File: src/rtl/uart_pkg.sv
// Shared UART definitions: receive/transmit state encoding and 8N1 framing constants.
package uart_pkg;

    typedef enum logic [1:0] {
        IDLE  = 2'd0,
        START = 2'd1,
        DATA  = 2'd2,
        STOP  = 2'd3
    } uart_state_e;

    localparam int DATA_BITS = 8;
    localparam int STOP_BITS = 1;

endpackage

File: src/rtl/sync_2ff.sv
// Generic two-flop synchronizer with a configurable reset value and a synchronous active-low reset.
module sync_2ff #(
    parameter logic RESET_VAL = 1'b0
) (
    input  logic clk_i,
    input  logic rst_ni,
    input  logic d_i,
    output logic q_o
);

    logic meta_q;
    logic sync_q;

    always_ff @(posedge clk_i) begin
        if (!rst_ni) begin
            meta_q <= RESET_VAL;
            sync_q <= RESET_VAL;
        end else begin
            meta_q <= d_i;
            sync_q <= meta_q;
        end
    end

    assign q_o = sync_q;

endmodule

File: src/rtl/uart_receiver.sv
// 8N1 UART receiver with mid-bit sampling and a one-deep holding register read by the CPU.
//   state | meaning
//   IDLE  | waiting for a high-to-low edge on the synchronized line
//   START | counting to mid start bit; a high sample there is a glitch
//   DATA  | sampling 8 data bits LSB first, one per bit period
//   STOP  | sampling the stop bit; high accepts the byte, low flags a framing error
module uart_receiver
    import uart_pkg::*;
#(
    parameter int CLKS_PER_BIT = 10
) (
    input  logic       clk,
    input  logic       reset,
    input  logic       UART_RX,
    output logic [7:0] rx_data,
    output logic       rx_valid,
    input  logic       rx_ack,
    output logic       frame_err,
    output logic       overrun
);

    localparam int CW = $clog2(CLKS_PER_BIT);
    localparam logic [CW-1:0] HALF_LOAD = CW'(CLKS_PER_BIT / 2 - 1);
    localparam logic [CW-1:0] FULL_LOAD = CW'(CLKS_PER_BIT - 1);
    localparam logic [2:0]    LAST_IDX  = 3'(DATA_BITS - 1);

    uart_state_e     state_q, state_d;
    logic [CW-1:0]   cnt_q, cnt_d;
    logic [2:0]      idx_q, idx_d;
    logic [7:0]      shift_q, shift_d;
    logic [7:0]      rx_data_q, rx_data_d;
    logic            rx_valid_q, rx_valid_d;
    logic            frame_err_q, frame_err_d;
    logic            overrun_q, overrun_d;
    logic            rx_s_prev_q;
    logic            rx_s;

    sync_2ff #(
        .RESET_VAL (1'b1)
    ) u_sync (
        .clk_i  (clk),
        .rst_ni (reset),
        .d_i    (UART_RX),
        .q_o    (rx_s)
    );

    always_ff @(posedge clk) begin
        if (!reset) begin
            state_q     <= IDLE;
            cnt_q       <= '0;
            idx_q       <= '0;
            shift_q     <= '0;
            rx_data_q   <= '0;
            rx_valid_q  <= 1'b0;
            frame_err_q <= 1'b0;
            overrun_q   <= 1'b0;
            rx_s_prev_q <= 1'b1;
        end else begin
            state_q     <= state_d;
            cnt_q       <= cnt_d;
            idx_q       <= idx_d;
            shift_q     <= shift_d;
            rx_data_q   <= rx_data_d;
            rx_valid_q  <= rx_valid_d;
            frame_err_q <= frame_err_d;
            overrun_q   <= overrun_d;
            rx_s_prev_q <= rx_s;
        end
    end

    always_comb begin
        state_d     = state_q;
        cnt_d       = cnt_q;
        idx_d       = idx_q;
        shift_d     = shift_q;
        rx_data_d   = rx_data_q;
        rx_valid_d  = rx_valid_q;
        frame_err_d = frame_err_q;
        overrun_d   = overrun_q;

        // The read clear is applied first so a same-cycle accept or error overrides it.
        if (rx_ack && rx_valid_q) begin
            rx_valid_d  = 1'b0;
            frame_err_d = 1'b0;
            overrun_d   = 1'b0;
        end

        case (state_q)
            IDLE: begin
                if (rx_s_prev_q && !rx_s) begin
                    cnt_d   = HALF_LOAD;
                    state_d = START;
                end
            end
            START: begin
                if (cnt_q == '0) begin
                    if (rx_s) begin
                        state_d = IDLE;
                    end else begin
                        cnt_d   = FULL_LOAD;
                        idx_d   = '0;
                        state_d = DATA;
                    end
                end else begin
                    cnt_d = cnt_q - 1'b1;
                end
            end
            DATA: begin
                if (cnt_q == '0) begin
                    shift_d = {rx_s, shift_q[7:1]};
                    cnt_d   = FULL_LOAD;
                    if (idx_q == LAST_IDX) begin
                        state_d = STOP;
                    end else begin
                        idx_d = idx_q + 1'b1;
                    end
                end else begin
                    cnt_d = cnt_q - 1'b1;
                end
            end
            STOP: begin
                if (cnt_q == '0) begin
                    state_d = IDLE;
                    if (rx_s) begin
                        if (!rx_valid_q || rx_ack) begin
                            rx_data_d  = shift_q;
                            rx_valid_d = 1'b1;
                        end else begin
                            overrun_d = 1'b1;
                        end
                    end else begin
                        frame_err_d = 1'b1;
                    end
                end else begin
                    cnt_d = cnt_q - 1'b1;
                end
            end
            default: state_d = IDLE;
        endcase
    end

    assign rx_data   = rx_data_q;
    assign rx_valid  = rx_valid_q;
    assign frame_err = frame_err_q;
    assign overrun   = overrun_q;

endmodule

File: config.mk
export PLATFORM = sky130hd
export DESIGN_NAME = uart_receiver
export DESIGN_NICKNAME = d
export VERILOG_FILES = /design/src/rtl/uart_pkg.sv /design/src/rtl/sync_2ff.sv /design/src/rtl/uart_receiver.sv
export SDC_FILE = /design/constraint.sdc
export NUM_CORES = 1
export LEC_CHECK = 0
export ABC_AREA = 1
export CORE_UTILIZATION = 27
export DETAILED_ROUTE_END_ITERATION = 10
export PLACE_DENSITY = 0.44
export SLEW_MARGIN = 0
export SYNTH_ARGS = -nofsm -noshare
export SYNTH_HDL_FRONTEND = slang
export SYNTH_SLANG_ARGS = --single-unit
File: constraint.sdc
create_clock -name clk -period 1.6 [get_ports clk]
set_input_delay 0.24 -clock clk [delete_from_list [all_inputs] [get_ports clk]]
set_output_delay 0.24 -clock clk [all_outputs]
set_load 0.01 [all_outputs]
### Word level (Yosys, flattened, before mapping)

Index checks and enable logic that the tools add are counted.

* $add $sub $neg: 2
* equality and inequality tests: 13
* mux-type cells: 32
* reduce and logical (&&, ||, !) cells: 13

Operator list (number)
* two-way mux 4 bit: 5
* inequality test 2 bit, second input constant: 8
* case mux 4 bit (4 select lines): 1
* two-way mux 1 bit: 14
* two-way mux 2 bit: 6
* two-way mux 3 bit: 4
* AND reduction 5 bit: 2
* case mux 2 bit (4 select lines): 1
* case mux 3 bit (2 select lines): 1
* equality test 2 bit, second input constant: 2
* logical NOT 4 bit: 1
* AND reduction 4 bit: 1
* subtractor 4 x 1 -> 4 bit, second input constant: 1
* adder 3 x 1 -> 3 bit, second input constant: 1
* equality test 3 bit, second input constant: 1
* inequality test 3 bit, second input constant: 1
* AND reduction 3 bit: 1
* equality test 2 x 1 -> 1 bit, second input constant: 1
* logical AND 1 bit: 2
* logical NOT 1 bit: 2
* logical NOT 2 bit: 1
* AND reduction 2 bit: 1
* nonzero test 2 bit: 1
* logical OR 1 bit: 1

* flip-flop bits (word level): 31
* input port bits: 4
* output and inout bits: 11
* word-level logic and storage cells: 71

### Logic depth before layout (Yosys ltp)

* depth after elaboration: 6
* depth in mapped cells: 10
* mapped depth without buffers: 9

### Hierarchy

From an unflattened synthesis, not the netlist that was laid out.

* cells, all modules: 191
* area total of the unflattened synthesis: 1436.4 um2

By module, submodules not included
* uart_receiver: instances 1, cells an instance 185, area an instance 1381.3 um2, sequential area each 580.6 um2
* sync_2ff: instances 1, cells an instance 6, area an instance 55.1 um2, sequential area each 40.0 um2

### Worst setup path after synthesis

No wires, ideal clock.

* kind: reg2reg
* start point: register state_q[0]
* end point: register (tool-made name)
* setup time: 0.132 ns
* arrival time: 1.235 ns
* required time: 1.468 ns
* setup slack: 0.233 ns
* cell stages (with the launch flop): 9
* buffers on the path: 0
* clock period less this slack: 1.367 ns
* cells stage by stage: dfxtp_1 -> inv_1 -> ha_1 -> inv_2 -> nor2_1 -> o21ai_2 -> nand3_1 -> nand2_1 -> a21oi_1

RTL lines
* start, declared: line uart_receiver.sv:27 `uart_state_e state_q, state_d;`
* start signal, assigned: line uart_receiver.sv:59 `state_q <= state_d;`

==> summary.txt <==
Pwr
  • Power share of the clock group: 41.5%
  • VDD IR max: 0.457 mV
  • Cell Pwr Density: ~1000 nW/um2
  • Sw Share: between 20% and 30%
  • Leakage power: roughly 0.8 nW
  • Int Pwr: 1.36 mW
  • Gate power share: ~14%
  • Net Sw Power: around 500 uW
  • Sequential power share: ~44%

Place
  • DP Worst Slack: 0.0922 ns
  • GP Congestion: about 0.75
  • Number of port buffers: 14
  • Post-DP HPWL: around 2300 um

Drt
  • Final ANT Viol Nets: 0
  • Met3 Routed Length: between 100 and 150 um
  • Highest routed layer: met4
  • Vias: approximately 1.2k
  • WL met2: approximately 1300 um
  • DRC: 0
  • Vias per cell: about 4.3
  • Detailed Routing Iterations Pass 1: 4
  • WL met1: ~1600 um
  • Total wire length: ~3100 um
  • Wire per inst: 10.6 um
  • Initial DRC count: 81

Die
  • Initial Utilization: between 20% and 30%
  • Ports: 15
  • Die area: 5650 um2
  • Row count: 26
  • Chip height: 75.2 um
  • Die width: approximately 75 um
  • Core area: 5140 um2

Clock network
  • Deepest level of the CTS H-tree: 2
  • CTS clk-pin slew, worst paths: 0.07 ns
  • CTS tree: done
  • Clk Latency, worst-skew pair: 0.28 ns
  • Clock buffer count from CTS: 5
  • Clock sink total: 31
  • CTS max path bufs: 2
  • Root Buffer: clkbuf_8
  • Hold_buf cts: 0

Job
  • Total of max-cap violations: 0

Logic synthesis
  • Yosys top cell area share: 42.9%
  • Post-synthesis cell area: 1450 um2
  • Cell variety after synth: 26
  • #FFs+latches synth: 31
  • Area leader, netlist: dfxtp_1
  • Gate count of the mapped netlist: ~190
  • Area contributors post-synth: dfxtp_1 (43%), nor2_1 (11%), nand2_1 (8.1%), ha_1 (7.8%), nand3_1 (5.2%)
  • Post-synthesis sequential area ratio: 42.9%
  • Synth warn: 0
  • Post-Syn Nets: between 200 and 250
  • Synthesized area per cell: about 7.4 um2

Critical path
  • Worst Path Arrival: around 1.6 ns
  • CP Data Required Time: between 1.5 and 2 ns
  • Worst setup EP type: flip-flop
  • Crit Path Class: reg2reg
  • Crit path to: cnt_q[1]
  • RR Endpoint: cnt_q[1]
  • Reg2Reg Depth: 9
  • Setup crit start kind: flip-flop
  • R2r setup slk: about 0.15 ns
  • Critical Path Fanout Max: 4

STA
  • Worst setup margin: ~0.15 ns
  • Pins over their slew limit: 0
  • Rel. slew slack: 82.9%
  • Hold Vio Cnt, Final: 0
  • Fin Setup TNS: 0 ns
  • RSZ-0062 raised after global routing: false
  • Final-report setup violation count: 0
  • Post-route minimum period: roughly 1.4 ns
  • Maximum clock frequency: a little under 700 MHz
  • Clock skew: 0.00434 ns
  • Tightest Pin Transition: roughly 0.26 ns
  • Crit share post-route: 90.6%

Cells and area
  • Syn-to-layout area delta: 27.2%
  • Layout cells sized above 1: 14.5%
  • Antenna diodes: 0
  • Net count, final: 232

Global routing
  • Largest net degree at the start of global routing: 15
  • Gr usage total: 11.7%
  • First-pass GRT wire length: roughly 4800 um
  • Initial antenna violation count: 0
  • Vias in the first global route: approximately 1.1k
  • Global route total overflow: 0

Min path
  • Hold Crit Class: reg2reg
  • WHS Path Cells: 1

Outcome
  • Outcome: complete, no violations
kinds of logic (layout without fill, tap and decap cells):
group,count (synthesis),in the layout,share of synthesized area [%]
compound gates,28,28,11.1
xor+xnor,1,1,0.606
fa+ha+maj,9,9,7.79
buf+inv,23,49,6.67
flops,31,31,42.9
simple gates,102,102,30.9
synthesized netlist by cell type:
master,n
xor2_1,1
o21a_1,1
nor2_4,2
clkbuf_1,2
inv_1,15
o31ai_1,1
a21oi_1,13
nand3_2,1
nand3_1,15
a21oi_4,1
o21ai_0,10
inv_2,3
or2_2,2
nand2_2,2
ha_1,9
nor2_1,43
nor3_1,1
nand4_1,3
dfxtp_1,31
and2_1,1
buf_6,1
nor2_2,1
o21ai_2,1
buf_2,2
o21ai_1,1
nand2_1,31
power by group through the flow:
stage | clock [mW] | combinational (mW) | sequential (mW)
global route | 0.835 | 0.303 | 0.831
CTS | 0.799 | 0.268 | 0.826
floorplan | 0 | 0.207 | 0.836
finish | 0.775 | 0.266 | 0.828
global placement | 0 | 0.268 | 0.845
detailed placement | 0 | 0.265 | 0.844
cell type report:
| cell class | instances | area [um2] |
|---|---|---|
| Fill cell | 564 | 3300 |
| Multi-Input combinational cell | 140 | 741 |
| Sequential cell | 31 | 622 |
| Timing Repair Buffer | 23 | 208 |
| Tap cell | 70 | 87.6 |
| Clock buffer | 5 | 68.8 |
| Inverter | 18 | 67.6 |
| Clock inverter | 3 | 43.8 |
cell usage in the layout (no fill, tap or decap), types with 3 or more instances in the layout:
cell and instances:
clkdlybuf4s50_1 14, dfxtp_1 30, nand4_1 3, o21ai_0 10, inv_2 3, nor2_1 43
nand2_1 31, nand3_1 15, ha_1 8, clkbuf_8 5, inv_1 15, a21oi_1 13
buf_4 9
layer usage:
metal  vias to the layer above  global-route usage [%]
li1                        670                       -
met4                         0                    4.32
met3                         4                    4.95
met2                        15                    17.4
met5                         -                       0
met1                       553                    15.2
how the worst min path moves through the flow:
stage / endpoint / start
2_1_floorplan: u_sync.meta_q / UART_RX
3_3_place_gp: u_sync.q_o / u_sync.meta_q
3_5_place_dp: u_sync.q_o / u_sync.meta_q
4_1_cts: u_sync.q_o / u_sync.meta_q
5_1_grt: u_sync.q_o / u_sync.meta_q
6_report: u_sync.q_o / u_sync.meta_q
critical path: stages, from the launching register on:
cell and delay, ns:
dfxtp_1 0.37, inv_1 0.10, ha_1 0.20, nand2_1 0.10, nand2_1 0.05, nand3_1 0.10, and2_1 0.18, nor2_1 0.05
nor2_1 0.13, nor2_1 0.05
sequential cells by signal (all words and copies together) (netlist names), named ones only:
register,count
shift_q,8
rx_valid,1
rx_s_prev_q,1
cnt_q,4
u_sync.meta_q,1
rx_data,8
frame_err,1
idx_q,3
state_q,1
overrun,1
u_sync.q_o,1
stage by stage:
stage	power, mW	cell area, um2	instances	hold slack (ns)	util, %
2_1_floorplan	1.04	1450	194	0.347	-
3_3_place_gp	1.11	1700	280	0.398	33.0
3_5_place_dp	1.11	1700	280	0.400	33.0
4_1_cts	1.89	1810	288	0.417	35.2
5_1_grt	1.97	1840	290	0.422	35.8
6_report	1.87	1840	290	0.413	35.8
timing repair:
| item | in CTS | in global routing |
|---|---|---|
| setup endpoints to repair | 0 | 15 |
| setup buffers | 0 | 2 |
| gates resized for setup | 0 | 3 |
(Power assumes the default switching activity.)
